<file path="config.mk">
export PLATFORM = sky130hd
export DESIGN_NAME = bpc_decoder
export DESIGN_NICKNAME = d
export VERILOG_FILES = /design/src/rtl/bpc_decoder.sv
export SDC_FILE = /design/constraint.sdc
export NUM_CORES = 1
export LEC_CHECK = 0
export ABC_AREA = 1
export BUFFER_PORTS_ARGS = -buffer_cell sky130_fd_sc_hd__buf_4
export CORE_ASPECT_RATIO = 0.8
export CORE_UTILIZATION = 55
export DETAILED_ROUTE_END_ITERATION = 10
export PLACE_DENSITY = 0.81
export SYNTH_ARGS = -nofsm -noshare
export SYNTH_HDL_FRONTEND = slang
export SYNTH_SLANG_ARGS = --single-unit
</file>
<file path="constraint.sdc">
create_clock -name clk -period 6.1 [get_ports clk]
set_clock_uncertainty 0.05 [all_clocks]
set_input_delay 0.61 -clock clk [delete_from_list [all_inputs] [get_ports clk]]
set_output_delay 0.61 -clock clk [all_outputs]
set_load 0.01 [all_outputs]
</file>
<file path="src/rtl/bpc_decoder.sv">
// Stochastic-to-binary decoder for bit-plane-counter SNG streams.
// Counts ones on N parallel streams over a 2^p-sample prefix. It then
// scales each count up to W bits, saturating at the top, and hands the
// results to the binary domain over a valid/ready handshake.
module bpc_decoder #(
  parameter int W  = 8,
  parameter int N  = 1,
  parameter int PW = $clog2(W + 1)
) (
  input  logic          clk,
  input  logic          rst_n,
  input  logic          start,
  input  logic [PW-1:0] prec,
  input  logic          in_valid,
  input  logic [N-1:0]  Xs,
  output logic [W-1:0]  Bzs [N-1:0],
  output logic          out_valid,
  input  logic          out_ready,
  output logic          busy
);

  typedef enum logic [1:0] {IDLE, COUNT, HOLD} state_t;

  state_t        state_q;
  logic [PW-1:0] p_q;
  logic [PW-1:0] p_d;
  logic [W:0]    len_q;
  logic [W:0]    len_d;
  logic [W:0]    target_len;
  logic [PW-1:0] shamt;
  logic          out_valid_q;
  logic          busy_q;

  // Counters are W+1 bits wide so a full 2^W run of ones fits without wrapping.
  logic [W:0]    ones_q   [N-1:0];
  logic [W:0]    ones_d   [N-1:0];
  logic [W:0]    shifted  [N-1:0];
  logic [W-1:0]  bz_new   [N-1:0];
  logic [W-1:0]  bzs_q    [N-1:0];

  // Precision clamp, run-length target and scale factor for the current run.
  always_comb begin
    p_d        = ((prec == '0) || (prec > PW'(W))) ? PW'(W) : prec;
    len_d      = len_q + (W+1)'(1);
    target_len = (W+1)'(1) << p_q;
    shamt      = PW'(W) - p_q;
  end

  // Per-stream next count and scaled result.
  // The scaled value reaches 2^W only for an all-ones stream, so that case saturates.
  generate
    for (genvar gi = 0; gi < N; gi++) begin : g_stream
      assign ones_d[gi]  = ones_q[gi] + (W+1)'(Xs[gi]);
      assign shifted[gi] = ones_d[gi] << shamt;
      assign bz_new[gi]  = shifted[gi][W] ? {W{1'b1}} : shifted[gi][W-1:0];
      assign Bzs[gi]     = bzs_q[gi];
    end
  endgenerate

  assign out_valid = out_valid_q;
  assign busy      = busy_q;

  // Control FSM with registered outputs.
  // A start-cycle sample is never counted; the first counted sample comes in the cycle after start.
  always_ff @(posedge clk) begin
    if (!rst_n) begin
      state_q     <= IDLE;
      p_q         <= '0;
      len_q       <= '0;
      out_valid_q <= 1'b0;
      busy_q      <= 1'b0;
      for (int i = 0; i < N; i++) begin
        ones_q[i] <= '0;
        bzs_q[i]  <= '0;
      end
    end else begin
      case (state_q)
        IDLE: begin
          if (start) begin
            p_q     <= p_d;
            len_q   <= '0;
            for (int i = 0; i < N; i++) ones_q[i] <= '0;
            busy_q  <= 1'b1;
            state_q <= COUNT;
          end
        end
        COUNT: begin
          if (in_valid) begin
            len_q <= len_d;
            for (int i = 0; i < N; i++) ones_q[i] <= ones_d[i];
            if (len_d == target_len) begin
              for (int i = 0; i < N; i++) bzs_q[i] <= bz_new[i];
              out_valid_q <= 1'b1;
              state_q     <= HOLD;
            end
          end
        end
        HOLD: begin
          if (out_ready) begin
            out_valid_q <= 1'b0;
            busy_q      <= 1'b0;
            state_q     <= IDLE;
          end
        end
        default: begin
          out_valid_q <= 1'b0;
          busy_q      <= 1'b0;
          state_q     <= IDLE;
        end
      endcase
    end
  end

endmodule

</file>
==> tab_implementation.tex, run 1 <==
\begin{tabular}{lr}
\hline
Metric & Value \\
\hline
\multicolumn{2}{l}{\textbf{Run status}} \\
\quad Status & completed \\
\multicolumn{2}{l}{\textbf{Clocking}} \\
\quad Number of sinks on the clock net & 34 \\
\quad \# hold bufs at CTS & 0 \\
\quad Buffer count from post-CTS setup fixing & 0 \\
\quad Clock tree from TritonCTS & yes \\
\quad Clock Tree Buf Depth & 2 \\
\quad Clock slew at reported path FFs & approximately 70 ps \\
\quad Post-cts gate resize count & 0 \\
\quad Clock buffers created by TritonCTS & 5 \\
\quad H-Tree Depth & 2 \\
\quad Clock Root Buffer & sky130\_fd\_sc\_hd\_\_clkbuf\_8 \\
\quad Clk Latency, worst-skew pair & about 280 ps \\
\multicolumn{2}{l}{\textbf{Yosys}} \\
\quad Post-synthesis net count & 373 \\
\quad Count of mapped cells out of synthesis & 354 \\
\quad Count of yosys warnings during synthesis & 0 \\
\quad Average cell area after synthesis & approximately 6.7 um\^{}2 \\
\quad Portion of the post-synthesis area used by sequential elements & between 30\% and 40\% \\
\quad Number of storage elements in the synthesis netlist & 34 \\
\quad Number of distinct standard cells referenced by the synthesized netlist & 29 \\
\quad Total standard cell area after synthesis & 0.00238 mm\^{}2 \\
\multicolumn{2}{l}{\textbf{Layout}} \\
\quad Antenna diode count & 0 \\
\quad Filler instances & between 300 and 400 \\
\quad Area of combinational cells with multiple inputs & between 0.001 and 0.0015 mm\^{}2 \\
\quad Leading cell types in the layout, fill and taps excluded & 107 x sky130\_fd\_sc\_hd\_\_nand2\_1, 59 x sky130\_fd\_sc\_hd\_\_inv\_1, 38 x sky130\_fd\_sc\_hd\_\_nand3\_1 \\
\quad Area added between synthesis and finish & 11.1\% \\
\quad \# nets final & between 300 and 400 \\
\quad Seq. cell area & roughly 850 um\^{}2 \\
\quad Final standard cell utilization of the core & 66.8\% \\
\quad Most common cell after layout, fill and taps aside & sky130\_fd\_sc\_hd\_\_nand2\_1 \\
\quad Fraction of final layout cells with drive strength greater than 1 & roughly an eighth \\
\multicolumn{2}{l}{\textbf{Place}} \\
\quad HPWL after detailed placement & between 3000 and 4000 um \\
\quad Routability cong. & between 0.8 and 0.9 \\
\quad IO buf count & 19 \\
\multicolumn{2}{l}{\textbf{Critical path}} \\
\quad Crit path buf inv count & 1 \\
\quad Cell breakdown of the critical path & inv\_2, ha\_1, ha\_1, nand2\_1, nand2\_1, nand2\_1, nand3\_1, nor2\_1, nand2\_1, nor2\_2, nand3\_2, o21ai\_0 \\
\quad WS Path Type & flop to flop \\
\quad Data arrival, critical path & $\sim$3100 ps \\
\quad Startpoint Class & flop \\
\quad Crit path top cell by count & sky130\_fd\_sc\_hd\_\_nand2\_1 \\
\quad Delay-heaviest family, CP & compound AO/OA/AOI/OAI gates \\
\quad CP startpoint & p\_q[0] \\
\quad Highest fanout seen on the critical path & 17 \\
\quad Crit path largest cell delay & about 890 ps \\
\quad Cell with the largest stage delay on the worst path & sky130\_fd\_sc\_hd\_\_o21ai\_0 \\
\quad Worst Setup End Kind & flop \\
\quad Reg2Reg Launch Point & p\_q[0] \\
\quad Req. time, crit path & just under 6000 ps \\
\multicolumn{2}{l}{\textbf{STA}} \\
\quad RSZ-0062 raised after global routing & false \\
\quad Fmax achieved & 0.309 GHz \\
\quad Slew HR & between 20\% and 30\% \\
\quad Setup Viol. Count Final & 0 \\
\quad Pins Over Slew Limit & 0 \\
\quad Worst Max-Slew Pin Slew & 1110 ps \\
\quad Final clock period utilization by the worst path & between 50\% and 60\% \\
\quad Minimum period implied by the final worst setup slack & $\sim$3200 ps \\
\quad Sum of negative setup slack & 0 ps \\
\quad Final hold violation count & 0 \\
\multicolumn{2}{l}{\textbf{Drt}} \\
\quad Vias after detailed routing & 2,186 \\
\quad Drt wl/cell & about 11 um \\
\quad Total wire length after detailed routing & between 4000 and 5000 um \\
\quad Via-per-instance ratio & between 5 and 6 \\
\quad Post-route DRC & 0 \\
\quad Router iterations before antenna repair & 4 \\
\quad Starting DRC count in detailed routing & about 160 \\
\quad Routed Antenna Nets & 0 \\
\multicolumn{2}{l}{\textbf{GRT}} \\
\quad Number of global-route vias before repair & roughly 1,900 \\
\quad Total routing resource utilization after global routing & a little under a quarter \\
\quad First-pass GRT wire length & approximately 8200 um \\
\quad Number of antenna violations at the first check in global routing & 0 \\
\quad Total congestion overflow after global routing & 0 \\
\quad Maximum number of pins on one net before global-route repair & 18 \\
\multicolumn{2}{l}{\textbf{Floorplan}} \\
\quad Chip Height & just over 60 um \\
\quad Number of cell rows & 20 \\
\quad Die area & 0.00459 mm\^{}2 \\
\quad Count of boundary I/O pins & 20 \\
\quad Core Footprint & roughly 0.004 mm\^{}2 \\
\quad Die X & approximately 75 um \\
\quad Initial Util & around three fifths \\
\multicolumn{2}{l}{\textbf{Min path}} \\
\quad Start point of the worst min-delay path & busy \\
\quad Type of the most critical hold path & flop to flop \\
\multicolumn{2}{l}{\textbf{Power and ir drop}} \\
\quad Peak supply drop & approximately 0.00023 V \\
\quad Power density of the placed cells & around 330 mW/mm\^{}2 \\
\quad Leakage power & 0.00128 uW \\
\multicolumn{2}{l}{\textbf{Run}} \\
\quad \# Max-Cap Violations & 0 \\
\hline
\end{tabular}
-- per-stage QoR --
step / instance area, um^2 / power, uW / hold WS (ps) / setup WS [ps] / std cells
finish: 2640 / 861 / 419 / 2860 / 430
CTS: 2640 / 861 / 425 / 2820 / 430
global route: 2640 / 936 / 458 / 2560 / 430
global placement: 2560 / 698 / 406 / 2950 / 422
floorplan: 2380 / 617 / 416 / 3500 / 354
detailed placement: 2560 / 702 / 415 / 2800 / 422
-- where the power goes --
| group | total (uW) | internal (uW) | switching (uW) | leakage, uW |
|---|---|---|---|---|
| sequential | 307 | 279 | 28.8 | 0.000320 |
| clock | 158 | 78.4 | 79.8 | 0.0000426 |
| combinational | 395 | 138 | 257 | 0.000914 |
-- state kept, by name (all words and copies together), names as in the netlist --
name       count
len_q          9
ones_q         9
bzs_q          8
p_q            4
state_q        2
busy           1
out_valid      1
-- cell usage after synthesis --
cell	n	area share (%)
sky130_fd_sc_hd__inv_2	3	0.47
sky130_fd_sc_hd__nor2_1	30	4.7
sky130_fd_sc_hd__nand2_1	107	17
sky130_fd_sc_hd__buf_4	1	0.32
sky130_fd_sc_hd__a21oi_1	15	3.2
sky130_fd_sc_hd__a22oi_1	1	0.32
sky130_fd_sc_hd__nand3_2	3	1.3
sky130_fd_sc_hd__nor2_4	4	1.9
sky130_fd_sc_hd__nand4_1	5	1.3
sky130_fd_sc_hd__a211oi_1	2	0.63
sky130_fd_sc_hd__o22ai_1	1	0.26
sky130_fd_sc_hd__buf_2	2	0.42
sky130_fd_sc_hd__nor2_2	4	1.1
sky130_fd_sc_hd__o21a_1	1	0.32
sky130_fd_sc_hd__o21bai_1	1	0.32
sky130_fd_sc_hd__o21ai_1	3	0.63
sky130_fd_sc_hd__edfxtp_1	17	21
sky130_fd_sc_hd__xor2_1	2	0.74
sky130_fd_sc_hd__nand3_1	38	8.0
sky130_fd_sc_hd__nand3b_1	4	1.3
sky130_fd_sc_hd__inv_1	59	9.3
sky130_fd_sc_hd__nand2_2	4	1.1
sky130_fd_sc_hd__clkbuf_1	3	0.47
sky130_fd_sc_hd__o211ai_1	1	0.32
sky130_fd_sc_hd__xnor2_1	3	1.1
sky130_fd_sc_hd__ha_1	9	4.7
sky130_fd_sc_hd__nor3_2	1	0.42
sky130_fd_sc_hd__dfxtp_1	17	14
sky130_fd_sc_hd__o21ai_0	13	2.7
-- metal layers --
layer / GRT usage, % / vias to the layer above / share of wire, % / wire length [um]
li1: - / 1163 / - / -
met1: 36.3 / 969 / 54 / 2630
met2: 34.1 / 47 / 39 / 1920
met3: 5.48 / 7 / 5.4 / 265
met4: 6.35 / 0 / 1.0 / 50
met5: 0 / - / 0 / 0
-- logic make-up (layout without fill, tap and decap cells) --
kind of cell / count (synthesis) / after routing / synth area share (%)
and+or+nand+nor: 200 / 200 / 37.9
buffers and inverters: 68 / 89 / 11.0
AOI/OAI and AO/OA: 38 / 38 / 8.69
DFF: 34 / 34 / 35.8
adders and majority gates: 9 / 9 / 4.74
xor gates and xnor gates: 5 / 5 / 1.84
-- final timing paths --
| check | endpoint | slack, ps | depth (start not counted) |
|---|---|---|---|
| setup reg to reg | bzs_q[0][7] | 2860 | 12 |
| hold / removal | busy | 420 | 2 |
| setup / recovery | bzs_q[0][7] | 2860 | 12 |
| hold reg to reg | busy | 420 | 2 |
-- worst min-delay path, stage by stage, from the launching register on --
cell	delay, ps
sky130_fd_sc_hd__dfxtp_1	320
sky130_fd_sc_hd__nand2_1	60
sky130_fd_sc_hd__a21oi_1	50
-- cell type report --
| class | count | area share (%) |
|---|---|---|
| Clock inverter | 2 | 0.332 |
| Inverter | 62 | 8.82 |
| Multi-Input combinational cell | 252 | 47.9 |
| Sequential cell | 34 | 32.2 |
| Timing Repair Buffer | 19 | 5.40 |
| Clock buffer | 6 | 2.75 |
| Tap cell | 55 | 2.61 |
Note: power is estimated with default switching activity, not from simulation.
==> run 2: changes to the inputs <==
==> constraint.sdc (replaced) <==
create_clock -name clk -period 3.3 [get_ports clk]
set_clock_uncertainty 0.05 [all_clocks]
set_input_delay 0.33 -clock clk [delete_from_list [all_inputs] [get_ports clk]]
set_output_delay 0.33 -clock clk [all_outputs]
set_load 0.01 [all_outputs]
==> tab_implementation.tex, run 2 (synthesis gave the netlist of run 1 again) <==
\begin{tabular}{lr}
\hline
Metric & Value \\
\hline
\multicolumn{2}{l}{\textbf{Run status}} \\
\quad Status & completed \\
\multicolumn{2}{l}{\textbf{Drt}} \\
\quad Post-route DRC & 0 \\
\quad Vias after detailed routing & 2,226 \\
\quad Router iterations before antenna repair & 5 \\
\quad Drt wl/cell & $\sim$12 um \\
\quad Total wire length after detailed routing & roughly 5000 um \\
\quad Via-per-instance ratio & between 5 and 6 \\
\quad Routed Antenna Nets & 0 \\
\quad Starting DRC count in detailed routing & approximately 170 \\
\multicolumn{2}{l}{\textbf{Power and ir drop}} \\
\quad Power density of the placed cells & between 600 and 700 mW/mm\^{}2 \\
\quad Total power draw & between 1500 and 2000 uW \\
\quad Leakage power & about 0.0013 uW \\
\quad Peak supply drop & slightly above 0.0005 V \\
\multicolumn{2}{l}{\textbf{Layout}} \\
\quad Final standard cell utilization of the core & 67.2\% \\
\quad Area added between synthesis and finish & 11.8\% \\
\quad Largest registers & len\_q x9, ones\_q x9, bzs\_q x8 \\
\quad Leading cell types in the layout, fill and taps excluded & 107 x sky130\_fd\_sc\_hd\_\_nand2\_1, 59 x sky130\_fd\_sc\_hd\_\_inv\_1, 38 x sky130\_fd\_sc\_hd\_\_nand3\_1 \\
\quad Antenna diode count & 0 \\
\quad Fraction of final layout cells with drive strength greater than 1 & about an eighth \\
\quad Area of combinational cells with multiple inputs & about 0.0013 mm\^{}2 \\
\quad Seq. cell area & $\sim$850 um\^{}2 \\
\quad \# nets final & 394 \\
\quad Most common cell after layout, fill and taps aside & sky130\_fd\_sc\_hd\_\_nand2\_1 \\
\quad Final cell area excluding filler cells & approximately 0.0027 mm\^{}2 \\
\quad Filler instances & between 300 and 400 \\
\multicolumn{2}{l}{\textbf{Clocking}} \\
\quad Post-cts gate resize count & 0 \\
\quad H-Tree Depth & 2 \\
\quad Clock Tree Buf Depth & 2 \\
\quad \# hold bufs at CTS & 0 \\
\quad Number of sinks on the clock net & 34 \\
\quad Clk Latency, worst-skew pair & just under 300 ps \\
\quad Buffer count from post-CTS setup fixing & 0 \\
\quad Clock buffers created by TritonCTS & 5 \\
\quad Clock slew at reported path FFs & 70 ps \\
\quad Clock tree from TritonCTS & yes \\
\quad Clock Root Buffer & sky130\_fd\_sc\_hd\_\_clkbuf\_8 \\
\multicolumn{2}{l}{\textbf{Floorplan}} \\
\quad Count of boundary I/O pins & 20 \\
\quad Core Footprint & roughly 0.0040 mm\^{}2 \\
\quad Initial Util & 60.1\% \\
\quad Number of cell rows & 20 \\
\quad Chip Height & 60.8 um \\
\quad Die X & between 70 and 80 um \\
\quad Die area & between 0.004 and 0.005 mm\^{}2 \\
\multicolumn{2}{l}{\textbf{Critical path}} \\
\quad Data arrival, critical path & about 2600 ps \\
\quad WS Path Type & flop to flop \\
\quad Req. time, crit path & approximately 3300 ps \\
\quad Highest fanout seen on the critical path & 17 \\
\quad Startpoint Class & flop \\
\quad Worst Setup End Kind & flop \\
\multicolumn{2}{l}{\textbf{STA}} \\
\quad Final hold slack & approximately 250 ps \\
\quad Final clock period utilization by the worst path & 79.7\% \\
\quad Slew HR & roughly two thirds \\
\quad RSZ-0062 raised after global routing & false \\
\quad Sum of negative setup slack & 0 ps \\
\quad Setup Viol. Count Final & 0 \\
\quad Minimum period implied by the final worst setup slack & 2630 ps \\
\quad Worst Max-Slew Pin Slew & 507 ps \\
\quad Pins Over Slew Limit & 0 \\
\quad Final hold violation count & 0 \\
\quad Fmax achieved & about 0.38 GHz \\
\multicolumn{2}{l}{\textbf{Place}} \\
\quad IO buf count & 19 \\
\quad HPWL after detailed placement & $\sim$3800 um \\
\quad Placed instance area & 0.00257 mm\^{}2 \\
\quad Routability cong. & 0.894 \\
\multicolumn{2}{l}{\textbf{GRT}} \\
\quad Number of antenna violations at the first check in global routing & 0 \\
\quad Total routing resource utilization after global routing & about 25\% \\
\quad First-pass GRT wire length & 8420 um \\
\quad Number of global-route vias before repair & 1,897 \\
\quad Total congestion overflow after global routing & 0 \\
\quad Maximum number of pins on one net before global-route repair & 18 \\
\multicolumn{2}{l}{\textbf{Min path}} \\
\quad Type of the most critical hold path & input port to flop \\
\multicolumn{2}{l}{\textbf{Run}} \\
\quad \# Max-Cap Violations & 0 \\
\hline
\end{tabular}
[run 2: metrics by stage]
step	worst slack (ps)	std cells
final	669	431
after global routing	494	431
after CTS	679	431
after detailed placement	675	423
after global placement	796	423
after floorplan	704	354
[run 2: metal layers]
metal  share of wire (%)  vias up  track usage [%]
met4                 1.1        0             8.20
met3                 6.0        9             5.98
met2                  40       70             34.9
met5                   0        -                0
met1                  53      981             36.8
li1                    -     1166                -
[run 2: path summary, 6_finish.rpt]
kind / from / to / slack, ps / cells after the start
setup / recovery: p_q[0] / bzs_q[0][5] / 670 / 13
hold / removal: rst_n / out_valid / 250 / 3
setup reg to reg: p_q[0] / bzs_q[0][5] / 670 / 13
hold reg to reg: busy / busy / 420 / 2
[run 2: layout make-up]
class | instances | share of cell area, %
Tap cell | 55 | 2.59
Clock buffer | 7 | 3.25
Sequential cell | 34 | 32.0
Clock inverter | 1 | 0.188
Multi-Input combinational cell | 252 | 47.6
Timing Repair Buffer | 20 | 5.65
Inverter | 62 | 8.76
[run 2: report_power, final]
group / switching, uW / internal, uW / total (uW)
sequential: 53.4 / 515 / 568
clock: 155 / 168 / 323
combinational: 482 / 258 / 740
total: 690 / 941 / 1630
[run 2: worst max-delay path, stage by stage, from the launching register on]
cell and delay, ps:
sky130_fd_sc_hd__dfxtp_1 640, sky130_fd_sc_hd__inv_2 160, sky130_fd_sc_hd__ha_1 260, sky130_fd_sc_hd__ha_1 210
sky130_fd_sc_hd__nand2_1 70, sky130_fd_sc_hd__nand2_1 40, sky130_fd_sc_hd__nand2_1 60, sky130_fd_sc_hd__nand3_1 60
sky130_fd_sc_hd__nor2_1 80, sky130_fd_sc_hd__nand2_1 60, sky130_fd_sc_hd__nor2_2 110, sky130_fd_sc_hd__nand3_2 150
sky130_fd_sc_hd__o21ai_0 180, sky130_fd_sc_hd__buf_4 190
